$ cat src/rtl/sha256_msg_padder_if.sv
// Stream interface of the SHA-256 message padder: 32-bit message words in, 512-bit chunks out.
interface sha256_msg_padder_if;
  logic [31:0]  in_data;
  logic         in_valid;
  logic         in_last;
  logic [1:0]   in_bytes;
  logic         in_ready;
  logic [511:0] chunk_out;
  logic         chunk_valid;
  logic         chunk_ready;
  logic         chunk_first;
  logic         chunk_last;

  modport master (
    output in_data, in_valid, in_last, in_bytes, chunk_ready,
    input  in_ready, chunk_out, chunk_valid, chunk_first, chunk_last
  );

  modport slave (
    input  in_data, in_valid, in_last, in_bytes, chunk_ready,
    output in_ready, chunk_out, chunk_valid, chunk_first, chunk_last
  );
endinterface

$ cat src/rtl/sha256_msg_padder.sv
// SHA-256 message padder: packs big-endian words into 512-bit chunks, appends 0x80 marker and bit length.
// Optional build macro SHA256_PADDER_LEN64_EN widens the length counter from 32 to 64 bits.
module sha256_msg_padder (
  input logic                 clk,
  input logic                 rst,
  sha256_msg_padder_if.slave  bus
);

`ifdef SHA256_PADDER_LEN64_EN
  localparam int LEN_W = 64;
`else
  localparam int LEN_W = 32;
`endif

  typedef enum logic [2:0] {S_FILL, S_FULL, S_TAIL, S_SPILL, S_FINAL} state_t;

  state_t             state_q, state_d;
  logic [31:0]        wbuf_q [16];
  logic [31:0]        wbuf_d [16];
  logic [3:0]         idx_q, idx_d;
  logic [LEN_W-1:0]   len_q, len_d;
  logic [LEN_W-1:0]   len_inc;
  logic               first_q, first_d;
  logic [1:0]         lbytes_q, lbytes_d;
  logic               mark_q, mark_d;
  logic [31:0]        len_hi, len_lo;
  logic [4:0]         p;
  logic               in_acc, chunk_hs;

  // Keep the leading b bytes, put the marker right after them and clear the rest.
  function automatic logic [31:0] pad_partial(input logic [31:0] w, input logic [1:0] b);
    case (b)
      2'd1:    return {w[31:24], 8'h80, 16'h0000};
      2'd2:    return {w[31:16], 8'h80, 8'h00};
      default: return {w[31:8], 8'h80};
    endcase
  endfunction

  assign bus.in_ready    = (state_q == S_FILL) && !rst;
  assign bus.chunk_valid = (state_q == S_FULL) || (state_q == S_SPILL) || (state_q == S_FINAL);
  assign bus.chunk_last  = (state_q == S_FINAL);
  assign bus.chunk_first = bus.chunk_valid && first_q;

  assign in_acc   = bus.in_valid && bus.in_ready;
  assign chunk_hs = bus.chunk_valid && bus.chunk_ready;

  always_comb begin
    for (int i = 0; i < 16; i++) bus.chunk_out[32*i +: 32] = wbuf_q[i];
  end

  always_comb begin
`ifdef SHA256_PADDER_LEN64_EN
    len_hi = len_q[63:32];
`else
    len_hi = 32'h0;
`endif
    len_lo  = len_q[31:0];
    len_inc = (bus.in_last && bus.in_bytes != 2'd0) ? LEN_W'({bus.in_bytes, 3'b000})
                                                    : LEN_W'(32);
  end

  always_comb begin
    state_d  = state_q;
    idx_d    = idx_q;
    len_d    = len_q;
    first_d  = first_q;
    lbytes_d = lbytes_q;
    mark_d   = mark_q;
    p        = 5'd0;
    for (int i = 0; i < 16; i++) wbuf_d[i] = wbuf_q[i];

    case (state_q)
      S_FILL: begin
        if (in_acc) begin
          wbuf_d[idx_q] = bus.in_data;
          len_d         = len_q + len_inc;
          if (bus.in_last) begin
            lbytes_d = bus.in_bytes;
            state_d  = S_TAIL;
          end else if (idx_q == 4'd15) begin
            state_d = S_FULL;
          end else begin
            idx_d = idx_q + 4'd1;
          end
        end
      end
      S_FULL: begin
        if (chunk_hs) begin
          idx_d   = 4'd0;
          first_d = 1'b0;
          state_d = S_FILL;
        end
      end
      S_TAIL: begin
        // p is the marker word; 16 means the marker spills into the next chunk.
        p = (lbytes_q != 2'd0) ? {1'b0, idx_q} : {1'b0, idx_q} + 5'd1;
        for (int i = 0; i < 16; i++) begin
          if (5'(i) > p)
            wbuf_d[i] = 32'h0;
          else if (5'(i) == p)
            wbuf_d[i] = (lbytes_q != 2'd0) ? pad_partial(wbuf_q[i], lbytes_q) : 32'h8000_0000;
        end
        if (p <= 5'd13) begin
          wbuf_d[14] = len_hi;
          wbuf_d[15] = len_lo;
          state_d    = S_FINAL;
        end else begin
          mark_d  = (p == 5'd16);
          state_d = S_SPILL;
        end
      end
      S_SPILL: begin
        if (chunk_hs) begin
          for (int i = 0; i < 16; i++) wbuf_d[i] = 32'h0;
          wbuf_d[0]  = mark_q ? 32'h8000_0000 : 32'h0;
          wbuf_d[14] = len_hi;
          wbuf_d[15] = len_lo;
          first_d    = 1'b0;
          state_d    = S_FINAL;
        end
      end
      S_FINAL: begin
        if (chunk_hs) begin
          len_d   = '0;
          idx_d   = 4'd0;
          first_d = 1'b1;
          state_d = S_FILL;
        end
      end
      default: state_d = S_FILL;
    endcase
  end

  always_ff @(posedge clk) begin
    if (rst) begin
      state_q  <= S_FILL;
      idx_q    <= 4'd0;
      len_q    <= '0;
      first_q  <= 1'b1;
      lbytes_q <= 2'd0;
      mark_q   <= 1'b0;
      for (int i = 0; i < 16; i++) wbuf_q[i] <= 32'h0;
    end else begin
      state_q  <= state_d;
      idx_q    <= idx_d;
      len_q    <= len_d;
      first_q  <= first_d;
      lbytes_q <= lbytes_d;
      mark_q   <= mark_d;
      for (int i = 0; i < 16; i++) wbuf_q[i] <= wbuf_d[i];
    end
  end

endmodule

$ cat src/flat_wrapper.sv
// flat-port wrapper written by rule: the top's interface ports become plain ports
module sha256_msg_padder_flat 
  (clk, rst, bus_in_data, bus_in_valid, bus_in_last, bus_in_bytes, bus_chunk_ready, bus_in_ready, bus_chunk_out, bus_chunk_valid, bus_chunk_first, bus_chunk_last);
  sha256_msg_padder_if bus_i ();
  input logic clk;
  input logic rst;
  input wire logic [$bits(bus_i.in_data)-1:0] bus_in_data;
  input wire logic [$bits(bus_i.in_valid)-1:0] bus_in_valid;
  input wire logic [$bits(bus_i.in_last)-1:0] bus_in_last;
  input wire logic [$bits(bus_i.in_bytes)-1:0] bus_in_bytes;
  input wire logic [$bits(bus_i.chunk_ready)-1:0] bus_chunk_ready;
  output wire logic [$bits(bus_i.in_ready)-1:0] bus_in_ready;
  output wire logic [$bits(bus_i.chunk_out)-1:0] bus_chunk_out;
  output wire logic [$bits(bus_i.chunk_valid)-1:0] bus_chunk_valid;
  output wire logic [$bits(bus_i.chunk_first)-1:0] bus_chunk_first;
  output wire logic [$bits(bus_i.chunk_last)-1:0] bus_chunk_last;
  assign bus_i.in_data = bus_in_data;
  assign bus_i.in_valid = bus_in_valid;
  assign bus_i.in_last = bus_in_last;
  assign bus_i.in_bytes = bus_in_bytes;
  assign bus_i.chunk_ready = bus_chunk_ready;
  assign bus_in_ready = bus_i.in_ready;
  assign bus_chunk_out = bus_i.chunk_out;
  assign bus_chunk_valid = bus_i.chunk_valid;
  assign bus_chunk_first = bus_i.chunk_first;
  assign bus_chunk_last = bus_i.chunk_last;
  sha256_msg_padder u_core (.clk(clk), .rst(rst), .bus(bus_i));
endmodule
$ cat config.mk
export PLATFORM = sky130hd
export DESIGN_NAME = sha256_msg_padder_flat
export DESIGN_NICKNAME = d
export VERILOG_FILES = /design/src/rtl/sha256_msg_padder_if.sv /design/src/rtl/sha256_msg_padder.sv /design/src/flat_wrapper.sv
export SDC_FILE = /design/constraint.sdc
export NUM_CORES = 1
export LEC_CHECK = 0
export CAP_MARGIN = 10
export CORE_ASPECT_RATIO = 1.25
export CORE_MARGIN = 5
export CORE_UTILIZATION = 49
export DETAILED_ROUTE_END_ITERATION = 8
export MAX_ROUTING_LAYER = met4
export PLACE_DENSITY = 0.79
export SLEW_MARGIN = 15
export SYNTH_ARGS = -nofsm -noshare
export SYNTH_HDL_FRONTEND = slang
export SYNTH_SLANG_ARGS = --single-unit
$ cat constraint.sdc
create_clock -name clk -period 3.7 [get_ports clk]
set_input_delay 0.74 -clock clk [delete_from_list [all_inputs] [get_ports clk]]
set_output_delay 0.74 -clock clk [all_outputs]
set_load 0.05 [all_outputs]
==> impl_metrics.json <==
{
  "status": "finished, final reports clean",
  "synth-seq-cells": 552,
  "reg2reg_depth": 9,
  "overflow": 0,
  "htreeDepth": 2,
  "endpoint_kind": "primary output",
  "drv_slew": 0,
  "rsz0062_at_grt": "no",
  "wire_per_inst_um": 28.6,
  "grt_max_degree": 133,
  "hp-class": "register to register",
  "clock_latency_ns": 0.62,
  "final_cell_mix": "dfxtp_1 (552), clkdlybuf4s50_1 (550), a22o_1 (306)",
  "cts_setup_buffers": 0,
  "ys_warn_count": 0,
  "synth_edf_count": 0,
  "drive_gt1_share_pct": 13.8,
  "slew_headroom_pct": 18.2,
  "num_vias": 21006,
  "fin_tns_setup_ns": 0,
  "start_util_pct": 49.7,
  "max_freq_mhz": 286,
  "worstPathArrival_ns": 2.76,
  "whs_path_depth": 1,
  "antenna_found_initial": 2,
  "clockBufferDepth": 3,
  "cts.clk_slew.worst_paths_ns": 0.06,
  "stdcell_count": 3338,
  "syn_to_final_growth_pct": 43.5,
  "synth_top_area_share_pct": 52.8,
  "drtIter0Drc": 2352,
  "gr-usage-all-layers_pct": 39.0,
  "tightest_slew_ns": 1.22,
  "core_um2": 42100,
  "hold_viol": 0,
  "synthTopCellsByArea": "dfxtp_1 (53%), a22o_1 (13%), a22oi_1 (4.6%)",
  "grt_pass1_wl_um": 135000,
  "worst-path-max-fanout": 17,
  "antenna_left": 0,
  "fin_area_um2": 30100,
  "grt_pass1_vias": 20090,
  "synth_top_area_cell": "dfxtp_1",
  "first_pass_iters": 6,
  "dieArea_um2": 47000,
  "cts-buffers-inserted": 52,
  "cts_hold_buf": 0,
  "die_h_um": 241,
  "setup_slack_ns": 0.202,
  "io_buffer_count": 554,
  "final_common_cell": "dfxtp_1",
  "cts-root-buf": "clkbuf_16",
  "post_dp_cell_area_um2": 28300,
  "required_ns": 2.96,
  "synthDistinctLibCells": 84,
  "drv_cap": 0,
  "yosysSeqAreaShare_pct": 52.8,
  "place_congestion": 1.07,
  "worst-setup-path-type": "register to primary output",
  "clock_sinks": 552,
  "cts_resized": 0,
  "fin_nets": 2788,
  "synthCells": 2087,
  "drc": 0,
  "dieWidth_um": 195,
  "num_rows": 84,
  "p_per_area_nw_per_um2": 418,
  "routed_wl_um": 95300,
  "viasPerCell": 6.29,
  "fin_skew_ns": 0.0455,
  "post-route-min-period_ns": 3.50,
  "setup_violations": 0,
  "peakVddDrop_mv": 0.447,
  "async_reset_ff_share_pct": 0,
  "syn-num-nets": 2141,
  "syn_avg_cell_area_um2": 10.0,
  "io_pins": 555,
  "synth_area_um2": 20900,
  "startpoint_type": "register",
  "pre_cts_slack_ns": 0.180,
  "ys.flop_type": "dfxtp_1",
  "dp.cells": 3239,
  "min_period_over_period_pct": 94.5,
  "hpwl_um": 70400,
  "cts_tree": "built",
  "power_leakage_nw": 11.4
}
## flip-flops by register name (all words and copies together), names as in the netlist
signal           count
u_core.idx_q         4
u_core.mark_q        1
u_core.first_q       1
u_core.lbytes_q      2
u_core.wbuf_q      512
u_core.len_lo       29
u_core.state_q       3
## worst paths after layout
kind / startpoint / end / slack (ns)
max: u_core.state_q[2] / bus_chunk_last / 0.20
min reg2reg: u_core.first_q / u_core.first_q / 0.45
min: u_core.first_q / u_core.first_q / 0.45
max reg2reg: u_core.idx_q[1] / u_core.wbuf_q[0][80] / 0.42
## metal layers
layer  global-route usage [%]  vias up  part of all wire, %
met5                        -        -                    0
met4                     22.4        0                  7.1
met3                     7.01      330                  9.4
met2                     62.4     1420                   47
met1                     46.4    10192                   37
li1                         -     9064                    -
## where the power goes
part	internal [W]	total (W)	switching [W]
clock network	0.00312	0.00554	0.00242
logic	0.000299	0.000995	0.000696
registers	0.00598	0.00602	0.0000331
total	0.00940	0.0125	0.00315
## synthesized netlist by cell type, types with 7 or more instances
cell type,number
a211oi_1,36
a21o_1,9
a21oi_1,64
a21oi_2,7
a221oi_1,13
a22o_1,306
a22oi_1,127
a311oi_1,8
a31oi_1,12
and2_1,16
and3_1,14
buf_1,11
buf_2,43
buf_4,9
clkbuf_1,116
dfxtp_1,552
ha_1,14
inv_1,14
mux2i_1,22
nand2_1,82
nand3_1,43
nor2_1,244
nor2_2,8
nor2b_1,30
nor3_1,46
o211a_1,9
o21a_1,9
o21ai_0,44
o221ai_1,11
o22ai_1,16
xnor2_1,11
xor2_1,18
## stage by stage
step                      hold WS, ns  utilization, %  total power, W
after detailed placement        0.437            67.1         0.00711
final                           0.451            71.3          0.0125
after floorplan                 0.418               -         0.00665
after global placement          0.432            67.1         0.00710
after CTS                       0.454            71.3          0.0125
after global routing            0.465            71.3          0.0128
## cell families after synthesis
family	count (synthesis)	share of synthesized area (%)
AND/OR/NAND/NOR	547	12.7
XOR/XNOR	30	1.29
multiplexers	22	1.05
flip-flops	552	52.8
buffers and inverters	195	3.95
AO/OA/AOI/OAI	726	27.3
adder cells (fa/ha/maj)	15	0.932
## area by class of cell
type | instances | area [um2]
inverters | 15 | 56.3
repair buffers | 773 | 7340
diodes | 2 | 5.00
flip-flops and latches | 552 | 11100
multi-input cells | 1340 | 9120
clock inverters | 25 | 293
clock buffers | 72 | 1490
fillers | 3158 | 12100
well taps | 559 | 699
## worst max-delay path: stages (launching register included)
cell,delay (ns)
dfxtp_1,0.83
inv_1,0.16
nor3_2,0.32
clkdlybuf4s50_1,0.87
Power figures use the tool's default switching activity.
